--- config.mk ---
export PLATFORM = sky130hd
export DESIGN_NAME = ir
export DESIGN_NICKNAME = d
export VERILOG_FILES = /design/src/rtl/ir.sv
export SDC_FILE = /design/constraint.sdc
export NUM_CORES = 1
export LEC_CHECK = 0
export ABC_CLOCK_PERIOD_IN_PS = 800
export CELL_PAD_IN_SITES_DETAIL_PLACEMENT = 1
export CELL_PAD_IN_SITES_GLOBAL_PLACEMENT = 1
export CORE_MARGIN = 2
export CORE_UTILIZATION = 22
export CTS_CLUSTER_SIZE = 24
export DETAILED_ROUTE_END_ITERATION = 12
export PLACE_DENSITY = 0.75
export RECOVER_POWER = 50
export SYNTH_ARGS = -nofsm -noshare
export SYNTH_HDL_FRONTEND = slang
export SYNTH_SLANG_ARGS = --single-unit
--- constraint.sdc ---
create_clock -name clk -period 0.8 [get_ports clk]
set_input_delay 0.08 -clock clk [delete_from_list [all_inputs] [get_ports clk]]
set_output_delay 0.08 -clock clk [all_outputs]
set_load 0.05 [all_outputs]
--- src/rtl/ir.sv ---
// Instruction register: captures one bus word on load and splits it
// into a registered opcode field and a registered operand field.
module ir #(
  parameter int DATA_W = 8,
  parameter int OPC_W  = 4
) (
  input  logic                    clk,
  input  logic                    reset,
  input  logic                    load,
  input  logic [DATA_W-1:0]       din,
  output logic [OPC_W-1:0]        opcode,
  output logic [DATA_W-OPC_W-1:0] operand
);

  localparam int OPD_W = DATA_W - OPC_W;

  if (DATA_W < 2 || OPC_W < 1 || OPC_W >= DATA_W) begin : g_bad_params
    $error("ir: need DATA_W >= 2 and 1 <= OPC_W < DATA_W");
  end

  logic [DATA_W-1:0] ir_q;
  logic [DATA_W-1:0] ir_d;

  always_comb begin
    ir_d = ir_q;
    if (load) ir_d = din;
  end

  // reset is checked ahead of ir_d so it overrides a same-edge load
  always_ff @(posedge clk) begin
    if (reset) ir_q <= '0;
    else       ir_q <= ir_d;
  end

  assign opcode  = ir_q[DATA_W-1:OPD_W];
  assign operand = ir_q[OPD_W-1:0];

endmodule

==> impl_metrics.yaml <==
status:
  status: "finished, violations left"
  violations: "negative setup slack"
timing:
  finalCritPeriodShare_pct: 103
  layout_min_cycle_time_ns: 0.827
  final-hold-violation-count: 0
  rsz0062_at_grt: "true"
  slew_viol_final: 0
  tightest_slew_ns: 0.274
  slew_headroom_pct: 81.7
  fin_ws_ns: -0.0273
  tns_ns: -0.140
  skew_ns: 0
  max_freq_mhz: 1210
  setup_viol: 8
final_layout:
  fin_area_sq_um: 617
  final_nets: 61
  regMostFlops: "ir_q"
  synthToLayoutAreaGrowth_pct: 116
  reg_top3: "ir_q x8"
  instances_no_fill: 62
  largest_reg_flops: 8
  fillCellCount: 117
  diodes: 0
  drive_gt1_share_pct: 45.8
clock_tree:
  cts-root-buf: "clkbuf_4"
  insertion_delay_ns: 0.25
  cts_tree: "done"
  cts-buffers-inserted: 3
  htree_num_levels: 1
  path_clk_slew_ns: 0.05
  cts_num_sinks: 8
  cts_max_path_buffers: 2
run:
  max_cap_violations: 0
worst_setup_path:
  crit_arrival_ns: 0.75
  startpoint_type: "flip-flop"
  crit_buf_inv: 1
  path_delay_family: "flip-flops"
  slowest_stage: "dfxtp_2"
  path_cells: "buf_12"
  required_ns: 0.72
  critPathKind: "reg2out"
  end_kind: "primary output"
  cp_max_fo: 2
  cpPeakStageDelay_ns: 0.36
grt:
  antenna_found_initial: 0
  grt_start_max_net_pins: 9
  grt_pass1_wl_um: 1240
  track_usage_pct: 12.8
  grt_pass1_vias: 287
  overflow: 0
synth:
  synth_top_flop_cell: "dfxtp_1"
  synth_area_leader_cell: "dfxtp_1"
  ys_types: 5
  yosys-top-cells-area: "dfxtp_1, mux2i_1, nor2_1, buf_6, buf_1"
  synth-simple-area-share_pct: 10.5
  synth_area_per_cell_sq_um: 11.0
  synth_fa_ha_area_share_pct: 0
  synth-edff-count: 0
  async_flop_share_pct: 0
  synthTopCellsByCount: "dfxtp_1, mux2i_1, nor2_1"
  synthMuxAreaShare_pct: 28.1
  synthXorXnorAreaFrac_pct: 0
  yosysSeqAreaShare_pct: 56.1
  yosysWarningCount: 0
  synth_cells: 26
  ys_ff_latch: 8
  synth-compound-area-share_pct: 0
  synth_top_family_by_area: "multiplexers"
  yosysTopAreaCellShare_pct: 56.1
  synth.net_count: 37
  netlist_area_sq_um: 285
floorplanning:
  core.rowCount: 12
  start_util_pct: 24.7
  dieHeight_um: 40.0
  fp.dieW_um: 40.0
  core_sq_um: 1160
  io_pins: 19
  die_area_sq_um: 1600
power:
  p_leak_nw: 0.274
  power.total_mw: 1.06
  ir_drop_v: 0.000804
  p_per_area_nw_per_um2: 1720
detailed_routing:
  via_per_inst: 4.26
  first_pass_iters: 1
  route.detailed.wl_per_inst_um: 13.0
  drcViolationCount: 0
  antenna_left: 0
  wl_um: 805
  drtIter0Drc: 0
  vias: 264
placement:
  place_area_sq_um: 578
  placed_cells: 57
  port-buffer-count: 18
  routabilityCongestion: 0.602
  hpwl_um: 649
min_path:
  min_path_type: "in2reg"
==> per-stage QoR <==
step                setup slack [ns]  util [%]  hold slack (ns)
finish                       -0.0273      53.4            0.391
global placement              -0.284      50.0            0.502
floorplan                     0.0842         -            0.227
CTS                          -0.0404      53.1            0.388
detailed placement            -0.324      50.0            0.520
global route                 -0.0502      53.4            0.413
==> where the power goes <==
group	switching [mW]	internal, mW
sequential	0.0248	0.426
combinational	0.132	0.166
clock	0.138	0.172
total	0.295	0.764
==> placed cells by master, fill, tap and decap left out, drive strengths merged <==
| master | n |
|---|---|
| dlygate4sd2 | 1 |
| dlygate4sd3 | 1 |
| mux2i | 8 |
| nor2 | 8 |
| dfxtp | 8 |
| buf | 11 |
| clkbuf | 3 |
| clkdlybuf4s50 | 8 |
==> worst paths after layout <==
path / start / end / slack, ns / depth (start not counted)
worst max-delay path: ir_q[1] / operand[1] / -0.03 / 1
worst min register to register: ir_q[6] / ir_q[6] / 0.52 / 2
worst min-delay path: load / ir_q[6] / 0.39 / 4
worst max register to register: ir_q[2] / ir_q[2] / 0.03 / 3
==> logic make-up after synthesis <==
| group | Yosys count |
|---|---|
| buf+inv | 2 |
| flops | 8 |
| mux | 8 |
| simple gates | 8 |
==> layer usage <==
metal	vias up	wire length (um)	part of all wire [%]	track usage (%)
li1	130	-	-	-
met1	116	262	33	10.5
met2	18	422	52	22.2
met3	0	120	15	6.67
met4	0	0	0	10.3
met5	-	0	0	0
==> final cells by class <==
type / instances / area [sq um] / share of cell area (%)
Tap cell: 14 / 17.5 / 2.84
Timing Repair Buffer: 21 / 294 / 47.7
Multi-Input combinational cell: 16 / 110 / 17.8
Clock buffer: 3 / 22.5 / 3.65
Sequential cell: 8 / 173 / 28.0
==> timing repair <==
action                                  CTS  global route
endpoints found under the setup margin   16             9
buffers inserted                          2             0
gates resized for setup                   1             1
hold buffers                              0             0
endpoints found under the hold margin     0             0
Note: power is estimated with default switching activity, not from simulation.
